==> src/rtl/pipe_stall_ctrl.sv <==
// Stall/flush sequencer for the 5-stage pipeline: resolves freeze/flush/stall priority,
// holds a branch flush across a memory freeze, and keeps saturating performance counters.
module pipe_stall_ctrl #(
    parameter int CNT_W       = 16,
    parameter int MEM_TIMEOUT = 16
) (
    input  logic             clk_i,
    input  logic             rst_i,
    input  logic             load_use_i,
    input  logic             branch_taken_i,
    input  logic             mem_req_i,
    input  logic             dmem_ready_i,
    output logic             pc_write_o,
    output logic             ifid_write_o,
    output logic             ifid_flush_o,
    output logic             idex_bubble_o,
    output logic             idex_flush_o,
    output logic             exmem_flush_o,
    output logic             pipe_write_o,
    output logic [CNT_W-1:0] stall_cnt_o,
    output logic [CNT_W-1:0] flush_cnt_o,
    output logic [CNT_W-1:0] freeze_cnt_o,
    output logic             err_o
);

    localparam int WAIT_W = (MEM_TIMEOUT > 2) ? $clog2(MEM_TIMEOUT) : 1;
    localparam logic [WAIT_W-1:0] WAIT_MAX = WAIT_W'(MEM_TIMEOUT - 1);
    localparam logic [CNT_W-1:0]  CNT_MAX  = '1;

    typedef enum logic {ST_RUN, ST_FREEZE} state_t;

    state_t            r_state;
    state_t            w_state_nxt;
    logic              r_pend_br;
    logic [WAIT_W-1:0] r_wait_cnt;
    logic [WAIT_W-1:0] w_wait_base;
    logic [WAIT_W-1:0] w_wait_nxt;
    logic              w_timeout;
    logic              w_freeze;
    logic              w_flush;
    logic              w_stall;
    logic [CNT_W-1:0]  r_stall_cnt;
    logic [CNT_W-1:0]  r_flush_cnt;
    logic [CNT_W-1:0]  r_freeze_cnt;
    logic              r_err;

    always_ff @(posedge clk_i or negedge rst_i) begin
        if (!rst_i) begin
            r_state <= ST_RUN;
        end else begin
            r_state <= w_state_nxt;
        end
    end

    // A held branch is only serviced once the freeze lifts, so freeze outranks flush.
    always_comb begin
        w_freeze      = mem_req_i & ~dmem_ready_i;
        w_flush       = ~w_freeze & (branch_taken_i | r_pend_br);
        w_stall       = ~w_freeze & ~w_flush & load_use_i;
        w_state_nxt   = w_freeze ? ST_FREEZE : ST_RUN;
        pc_write_o    = 1'b0;
        ifid_write_o  = 1'b0;
        ifid_flush_o  = 1'b0;
        idex_bubble_o = 1'b0;
        idex_flush_o  = 1'b0;
        exmem_flush_o = 1'b0;
        pipe_write_o  = 1'b0;
        if (rst_i && !w_freeze) begin
            if (w_flush) begin
                pc_write_o    = 1'b1;
                ifid_write_o  = 1'b1;
                pipe_write_o  = 1'b1;
                ifid_flush_o  = 1'b1;
                idex_flush_o  = 1'b1;
                exmem_flush_o = 1'b1;
            end else if (w_stall) begin
                idex_bubble_o = 1'b1;
                pipe_write_o  = 1'b1;
            end else begin
                pc_write_o    = 1'b1;
                ifid_write_o  = 1'b1;
                pipe_write_o  = 1'b1;
            end
        end
    end

    // Consecutive-freeze count restarts whenever the previous cycle was not frozen.
    always_comb begin
        w_wait_base = (r_state == ST_FREEZE) ? r_wait_cnt : '0;
        w_timeout   = w_freeze && (w_wait_base == WAIT_MAX);
        w_wait_nxt  = '0;
        if (w_freeze) begin
            w_wait_nxt = (w_wait_base == WAIT_MAX) ? WAIT_MAX : w_wait_base + 1'b1;
        end
    end

    always_ff @(posedge clk_i or negedge rst_i) begin
        if (!rst_i) begin
            r_pend_br    <= 1'b0;
            r_wait_cnt   <= '0;
            r_err        <= 1'b0;
            r_stall_cnt  <= '0;
            r_flush_cnt  <= '0;
            r_freeze_cnt <= '0;
        end else begin
            r_wait_cnt <= w_wait_nxt;
            if (w_timeout) begin
                r_err <= 1'b1;
            end
            if (w_freeze && branch_taken_i) begin
                r_pend_br <= 1'b1;
            end else if (w_flush) begin
                r_pend_br <= 1'b0;
            end
            if (w_stall && r_stall_cnt != CNT_MAX) begin
                r_stall_cnt <= r_stall_cnt + 1'b1;
            end
            if (w_flush && r_flush_cnt != CNT_MAX) begin
                r_flush_cnt <= r_flush_cnt + 1'b1;
            end
            if (w_freeze && r_freeze_cnt != CNT_MAX) begin
                r_freeze_cnt <= r_freeze_cnt + 1'b1;
            end
        end
    end

    assign stall_cnt_o  = r_stall_cnt;
    assign flush_cnt_o  = r_flush_cnt;
    assign freeze_cnt_o = r_freeze_cnt;
    assign err_o        = r_err;

endmodule
==> config.mk <==
export PLATFORM = sky130hd
export DESIGN_NAME = pipe_stall_ctrl
export DESIGN_NICKNAME = d
export VERILOG_FILES = /design/src/rtl/pipe_stall_ctrl.sv
export SDC_FILE = /design/constraint.sdc
export NUM_CORES = 1
export LEC_CHECK = 0
export ABC_AREA = 0
export CORE_ASPECT_RATIO = 0.75
export CORE_UTILIZATION = 40
export CTS_CLUSTER_DIAMETER = 120
export CTS_CLUSTER_SIZE = 8
export DETAILED_ROUTE_END_ITERATION = 16
export HOLD_SLACK_MARGIN = 0.03
export PLACE_DENSITY_LB_ADDON = 0.1
export SKIP_CTS_REPAIR_TIMING = 1
export SLEW_MARGIN = 30
export SYNTH_ARGS = -nofsm -noshare
export SYNTH_HDL_FRONTEND = slang
export SYNTH_SLANG_ARGS = --single-unit
==> constraint.sdc <==
create_clock -name clk_i -period 2.3 [get_ports clk_i]
set_input_delay 0.46 -clock clk_i [delete_from_list [all_inputs] [get_ports clk_i]]
set_output_delay 0.46 -clock clk_i [all_outputs]
set_load 0.02 [all_outputs]
Word-level counts from Yosys, hierarchy flattened
Cells that the tools add are included.
{"block": "classes", "n_addsub": 4, "eq_ne": 4, "muxes": 15, "n_bitwise": 8, "reduce_logical": 8}
{"cell": "$add A16 B1 Y16 const B", "count": 3}
{"cell": "$ne A16 B16 Y1 const B", "count": 3}
{"cell": "$mux W1", "count": 12}
{"cell": "$mux W4", "count": 3}
{"cell": "$logic_and A1 B1 Y1", "count": 6}
{"cell": "$add A4 B1 Y4 const B", "count": 1}
{"cell": "$and A1 B1 Y1", "count": 4}
{"cell": "$eq A4 B4 Y1 const B", "count": 1}
{"cell": "$not A1 Y1", "count": 3}
{"cell": "$reduce_bool A2 Y1", "count": 1}
{"cell": "$logic_not A1 Y1", "count": 1}
{"cell": "$or A1 B1 Y1", "count": 1}
{"block": "totals", "regBits": 55, "output_inout_bits": 56}

Depth between registers and ports, before layout
Gate-level depths: netlist (run 1).
{"block": "depth", "ltp_word": 10, "depth_mapped": 6, "mapped_depth_nobuf": 5}

Worst setup path before layout (run 1)
OpenSTA, ideal clock, no wires.
{"block": "synth_timing", "kind": "input to output", "from": "input port dmem_ready_i", "to": "output port idex_flush_o", "arrival_time_ns": 1.698, "required_ns": 1.840, "setup_slack_ns": 0.142, "path_stages": 6, "cell_sequence": "nand2b_1 > buf_4 > clkbuf_1 > nand2_1 > nor2_1 > buf_4"}
{"block": "synth_between", "elab_chain_len": 6, "word_cells_on_any_way": 8, "cone_classes": "mux (2); bitwise (4); reduce/logical (2)"}
{"element": "start, declared", "line_no": "12", "source": "input logic dmem_ready_i,"}
{"element": "$not A1 Y1 *", "line_no": "57", "source": "w_freeze = mem_req_i & ~dmem_ready_i;"}
{"element": "$and A1 B1 Y1 *", "line_no": "57"}
{"element": "$not A1 Y1", "line_no": "58", "source": "w_flush = ~w_freeze & (branch_taken_i | r_pend_br);"}
{"element": "$and A1 B1 Y1", "line_no": "58"}
{"element": "$mux W1"}
{"element": "$mux W1 *"}
{"element": "end, declared", "line_no": "17", "source": "output logic idex_flush_o,"}
Every way passes the cells marked *; elsewhere a longest branch is shown, timed or not.

Final worst setup path (run 1)
{"block": "layout_timing", "from": "input port dmem_ready_i", "to": "register r_stall_cnt[11], in the netlist stall_cnt_o[11]"}
{"block": "layout_between", "elab_chain_len": 8}
{"element": "$not A1 Y1 *", "line_no": "57"}
{"element": "$and A1 B1 Y1 *", "line_no": "57"}
{"element": "net w_freeze", "line_no": "39", "source": "logic w_freeze;"}
{"element": "$not A1 Y1 *", "line_no": "58, 59"}
{"element": "$and A1 B1 Y1", "line_no": "58"}
{"element": "$not A1 Y1", "line_no": "59", "source": "w_stall = ~w_freeze & ~w_flush & load_use_i;"}
{"element": "$and A1 B1 Y1 * (2 in series)", "line_no": "59"}
{"element": "$logic_and A1 B1 Y1 *", "line_no": "115", "source": "if (w_stall && r_stall_cnt != CNT_MAX) begin"}
{"element": "end signal, assigned", "line_no": "116", "source": "r_stall_cnt <= r_stall_cnt + 1'b1;"}
{"element": "end, declared", "line_no": "42", "source": "logic [CNT_W-1:0] r_stall_cnt;"}
Mark *: on every way through the listed nets, which the timed path passes. The rest lies on a longest branch.
A chain may end at the register's enable or synchronous reset.

==> results of run 1 <==
-- layer usage --
metal  vias to the layer above  global-route usage
met4                         0              0.0294
met3                         4              0.0542
met5                         -                   0
met2                        67               0.248
met1                      1058               0.278
li1                       1103                   -
-- per-stage QoR --
stage | setup TNS [ns] | instances | hold WS, ns
after floorplan | 0 | 260 | 0.164
after global placement | -3.46 | 417 | 0.483
after detailed placement | -4.16 | 417 | 0.483
after CTS | -1.85 | 425 | 0.345
after global routing | 0 | 425 | 0.379
final | 0 | 425 | 0.313
-- state kept, by name (all words and copies together), names as in the netlist --
name          cells
err_o             1
freeze_cnt_o     16
r_wait_cnt        4
stall_cnt_o      16
r_state           1
flush_cnt_o      16
r_pend_br         1
-- cell usage after synthesis (all sizes together) --
master / number / area [um^2]
a211oi: 1 / 7.51
a21oi: 4 / 20.0
a311oi: 1 / 8.76
a31oi: 2 / 12.5
and2: 2 / 12.5
and3: 4 / 25.0
and4: 2 / 17.5
and4b: 1 / 10.0
buf: 4 / 30.0
clkbuf: 1 / 3.75
dfrtp: 55 / 1380
ha: 4 / 50.1
inv: 8 / 30.0
mux2: 5 / 56.3
nand2: 16 / 60.1
nand2b: 1 / 6.26
nand3: 22 / 110
nand3b: 1 / 7.51
nand4: 15 / 93.8
nor2: 17 / 63.8
nor3: 16 / 80.1
nor3b: 6 / 45.0
nor4: 16 / 113
nor4b: 1 / 8.76
o211ai: 1 / 7.51
o21a: 1 / 7.51
o21ai: 1 / 5.00
o21bai: 2 / 15.0
or2: 2 / 12.5
or3: 3 / 25.0
or3b: 1 / 11.3
or4: 3 / 26.3
xnor2: 7 / 68.8
xor2: 34 / 298
-- layout by cell type (no fill, tap or decap), types with 2 or more instances in the layout --
cell             instances
nand2_1                 16
mux2_2                   5
nor2_1                  17
nor3_1                  16
xor2_1                  34
ha_1                     4
or4_4                    2
clkbuf_8                 6
o21bai_1                 2
inv_1                    8
xnor2_1                  6
nor4_1                  11
nand4_1                 15
nor4_2                   5
a31oi_1                  2
nor3b_1                  6
and4_1                   2
nand3_1                 22
and3_1                   4
a21oi_1                  4
or2_2                    2
clkdlybuf4s50_1         53
dfrtp_1                 55
and2_1                   2
buf_4                   20
dlymetal6s2s_1           7
-- critical path, cell delays in order --
cell and delay, ns:
clkdlybuf4s50_1 0.46, nand2b_1 0.21, buf_4 0.15, inv_1 0.07, buf_4 0.15, or3_2 0.53
nor4_1 0.25, xor2_1 0.17
-- logic make-up after synthesis --
group,after synthesis,synth area share
AO/OA/AOI/OAI,13,0.0308
AND/OR/NAND/NOR,129,0.267
flip-flops,55,0.505
XOR/XNOR,41,0.135
adder cells (fa/ha/maj),4,0.0184
buffers and inverters,13,0.0234
multiplexers,5,0.0207
-- final cells by class --
type,count,share of cell area
Timing Repair Buffer,81,0.209
Multi-Input combinational cell,192,0.353
Sequential cell,55,0.371
Inverter,8,0.00810
Tap cell,81,0.0273
Clock inverter,2,0.00945
Clock buffer,6,0.0223
-- path summary, 6_finish.rpt --
kind	from	endpoint	slack, ns	cells past startpoint
max in group asynchronous	rst_i	freeze_cnt_o[15]	1.52	2
max	dmem_ready_i	stall_cnt_o[11]	0.08	8
min reg2reg	freeze_cnt_o[15]	freeze_cnt_o[15]	0.49	1
min	rst_i	flush_cnt_o[3]	0.31	2
min in group clk_i	freeze_cnt_o[15]	freeze_cnt_o[15]	0.49	1
max reg2reg	stall_cnt_o[0]	stall_cnt_o[1]	0.29	7
-- power groups by stage --
stage	Combinational (mW)	Sequential (mW)	Clock, mW
3_5_place_dp	1.01	1.44	0
5_1_grt	1.08	1.48	0.732
2_1_floorplan	0.306	1.61	0
3_3_place_gp	0.997	1.44	0
4_1_cts	1.01	1.43	0.686
6_report	0.998	1.43	0.661
==> impl_metrics.tcl, run 1 <==
set metrics [dict create \
    critPathKind "in2reg" \
    drive_gt1_frac 0.137 \
    syn_area_um2 2730 \
    gp_congestion 0.890 \
    grt_pass1_vias 2060 \
    ys_seq_elements 55 \
    irDropWorstVdd_mv 0.602 \
    met1_length_mm 3.20 \
    tightest_slew_ns 0.687 \
    ys_seq_area_frac 0.505 \
    post-dp-hpwl_mm 4.45 \
    hold_violations 0 \
    worstPathArrival_ns 2.45 \
    wl_met2_mm 2.52 \
    skew_ns 0.0106 \
    place_ws_ns -0.304 \
    antenna_left 0 \
    clock_sinks 55 \
    placeableCoreArea_um2 6440 \
    sequentialPowerShare 0.463 \
    cts_buffers 5 \
    status "completed" \
    switching_share 0.349 \
    synth_nets 270 \
    pwr-share-comb 0.323 \
    root_buffer "clkbuf_8" \
    p_leak_nw 1.72 \
    fillers 584 \
    fin_util 0.575 \
    fmax_mhz 450 \
    start_util 0.423 \
    start_kind "input pin" \
    cp_max_fo 4 \
    p_total_mw 3.09 \
    area_growth_pct 36.0 \
    setup_ws_ns 0.0793 \
    setup_viol 0 \
    synthCells 260 \
    fp.dieW_um 97.3 \
    htreeDepth 2 \
    routed.top_layer "met4" \
    cts_tree "yes" \
    p_int_mw 2.01 \
    antenna_found_initial 0 \
    nets 353 \
    ys_warn_count 0 \
    drc 0 \
    drt_pass1_iterations 4 \
    finalWirelength_mm 6.10 \
    cts_buffer_depth 2 \
    end_kind "register" \
    rsz0062_at_grt "false" \
    clkTransAtPathRegs_ns 0.10 \
    cp.required_ns 2.53 \
    min_path_type "in2async" \
    p_sw_mw 1.08 \
    vias 2232 \
    post_dp_cell_area_um2 3550 \
    track_usage 0.179 \
    port_buffers 61 \
    insertion_delay_ns 0.30 \
    syn_avg_cell_area_um2 10.5 \
    die_h_um 73.5 \
    postLayoutCellArea_um2 3710 \
    wl_per_cell_um 14.3 \
    post_drt_via_cell_ratio 5.25 \
    multiInputGateArea_um2 1310 \
    finalMaxSlewViolations 0 \
    die_area_um2 7150 \
    fin_crit_sh 0.966 \
    diodes 0 \
    layout_min_cycle_time_ns 2.22 \
    slew_headroom 0.539 \
    pwr-share-clk 0.214 \
    maxCapViolations 0 \
    ys_types 39 \
    p_per_area_nw_per_um2 834 \
    grt_max_degree 56 \
    met3_length_um 345 \
    seq_area_um2 1380 \
    overflow 0 \
    drtIter0Drc 100 \
    rows 25 \
    io_pins 62 \
    grt_pass1_wl_mm 10.2 \
]
(Power assumes the default switching activity.)
==> run 2: changes to the inputs <==
Settings changed: ABC_AREA 0 to not set, SLEW_MARGIN 30 to 20.
==> results of run 2 <==
The final DEF is identical to that of run 1; final timing and power are the same.
==> run 3: changes to the inputs <==
Clock period 2.3 ns to 1.9 ns, I/O delays scaled along.
==> impl_metrics.tcl, run 3 (same netlist as run 1, synthesis figures left out) <==
set metrics [dict create \
    antenna_found_initial 0 \
    start_kind "input pin" \
    clock_sinks 55 \
    nets 377 \
    grt_pass1_vias 2110 \
    worstPathArrival_ns 1.54 \
    reg2reg_depth 5 \
    end_kind "output port" \
    grt_max_degree 56 \
    die_h_um 73.5 \
    root_buffer "clkbuf_8" \
    cp_max_fo 4 \
    post-dp-hpwl_mm 4.82 \
    setup_ws_ns -0.0227 \
    reg2reg_to "stall_cnt_o[8]" \
    whs_ns 0.227 \
    fin_crit_sh 1.01 \
    area_growth_pct 45.1 \
    setup-tns-final_ns -0.0355 \
    violations "setup timing" \
    cts_buffers 5 \
    port_buffers 61 \
    p_per_area_nw_per_um2 988 \
    cts_tree "yes" \
    fp.dieW_um 97.3 \
    diodes 0 \
    drt_pass1_iterations 4 \
    critPathKind "in2out" \
    cp.required_ns 1.52 \
    clkTransAtPathRegs_ns 0.11 \
    start_util 0.423 \
    rows 25 \
    crit_chain "clkdlybuf4s50_1 > nand2b_4 > nand2_2 > nor2_2 > dlymetal6s2s_1" \
    final_cell_mix "dfrtp_1, clkdlybuf4s50_1, buf_4, xor2_1, nand3_1" \
    insertion_delay_ns 0.31 \
    r2r_setup_slack_ns 0.05 \
    maxCapViolations 0 \
    io_pins 62 \
    finalWirelength_mm 6.84 \
    grt_pass1_wl_mm 10.6 \
    drc 0 \
    cts_buffer_depth 2 \
    finalMaxSlewViolations 0 \
    fmax_mhz 520 \
    drtIter0Drc 97 \
    overflow 0 \
    wl_per_cell_um 15.3 \
    tightest_slew_ns 0.695 \
    track_usage 0.189 \
    post_drt_via_cell_ratio 5.37 \
    cpPeakStageDelay_ns 0.46 \
    die_area_um2 7150 \
    status "finished with violations" \
    crit_slowest_cell "clkdlybuf4s50_1" \
    htreeDepth 2 \
    layout_min_cycle_time_ns 1.92 \
    placeableCoreArea_um2 6440 \
    p_leak_nw 1.80 \
    skew_ns 0.0143 \
    setup_viol 2 \
    rsz0062_at_grt "true" \
    hold_violations 0 \
    slew_headroom 0.536 \
    irDropWorstVdd_mv 0.754 \
    mostFrequentLayoutCell "dfrtp_1" \
    r2r_start "r_pend_br" \
    drive_gt1_frac 0.248 \
    antenna_left 0 \
    vias 2407 \
    gp_congestion 0.848 \
    min_path_type "in2async" \
]
run 3: worst max-delay path: cells and delay by family:
kind	cells	cell delay (ns)
buffers and inverters	2	0.71
and+or+nand+nor	3	0.44
run 3: worst max path at each step:
stage | start | end | slack, ns | cells after the start
after floorplan | branch_taken_i | stall_cnt_o[10] | -0.04 | 4
after global placement | dmem_ready_i | ifid_flush_o | -0.53 | 5
after detailed placement | dmem_ready_i | idex_flush_o | -0.57 | 5
after CTS | dmem_ready_i | idex_flush_o | -0.57 | 5
after global routing | dmem_ready_i | pc_write_o | -0.09 | 5
final | dmem_ready_i | pc_write_o | -0.02 | 5
run 3: area by class of cell:
cell class	count	area (um^2)
Sequential cell	55	1380
Clock inverter	2	37.5
Multi-Input combinational cell	192	1410
Tap cell	81	101
Fill cell	556	2490
Clock buffer	5	68.8
Timing Repair Buffer	105	933
Inverter	8	30.0
run 3: per-stage QoR:
stage | area, um^2 | power (mW) | worst slack, ns | util | cells
2_1_floorplan | 2730 | 2.32 | -0.0429 | - | 260
3_3_place_gp | 3740 | 3.12 | -0.533 | 0.580 | 441
3_5_place_dp | 3740 | 3.14 | -0.572 | 0.580 | 441
4_1_cts | 3840 | 3.93 | -0.574 | 0.596 | 448
5_1_grt | 3960 | 4.12 | -0.0922 | 0.614 | 448
6_report | 3960 | 3.91 | -0.0227 | 0.614 | 448
run 3: layer usage:
metal | routed length, um | vias up | global-route usage
met5 | 0 | - | 0
met1 | 3570 | 1170 | 0.298
li1 | - | 1155 | -
met4 | 53 | 0 | 0.0490
met2 | 2860 | 77 | 0.259
met3 | 354 | 5 | 0.0400
run 3: power by group:
| group | switching [mW] | internal (mW) |
|---|---|---|
| clock | 0.394 | 0.386 |
| combinational | 0.744 | 0.749 |
| sequential | 0.238 | 1.40 |
| total | 1.38 | 2.53 |
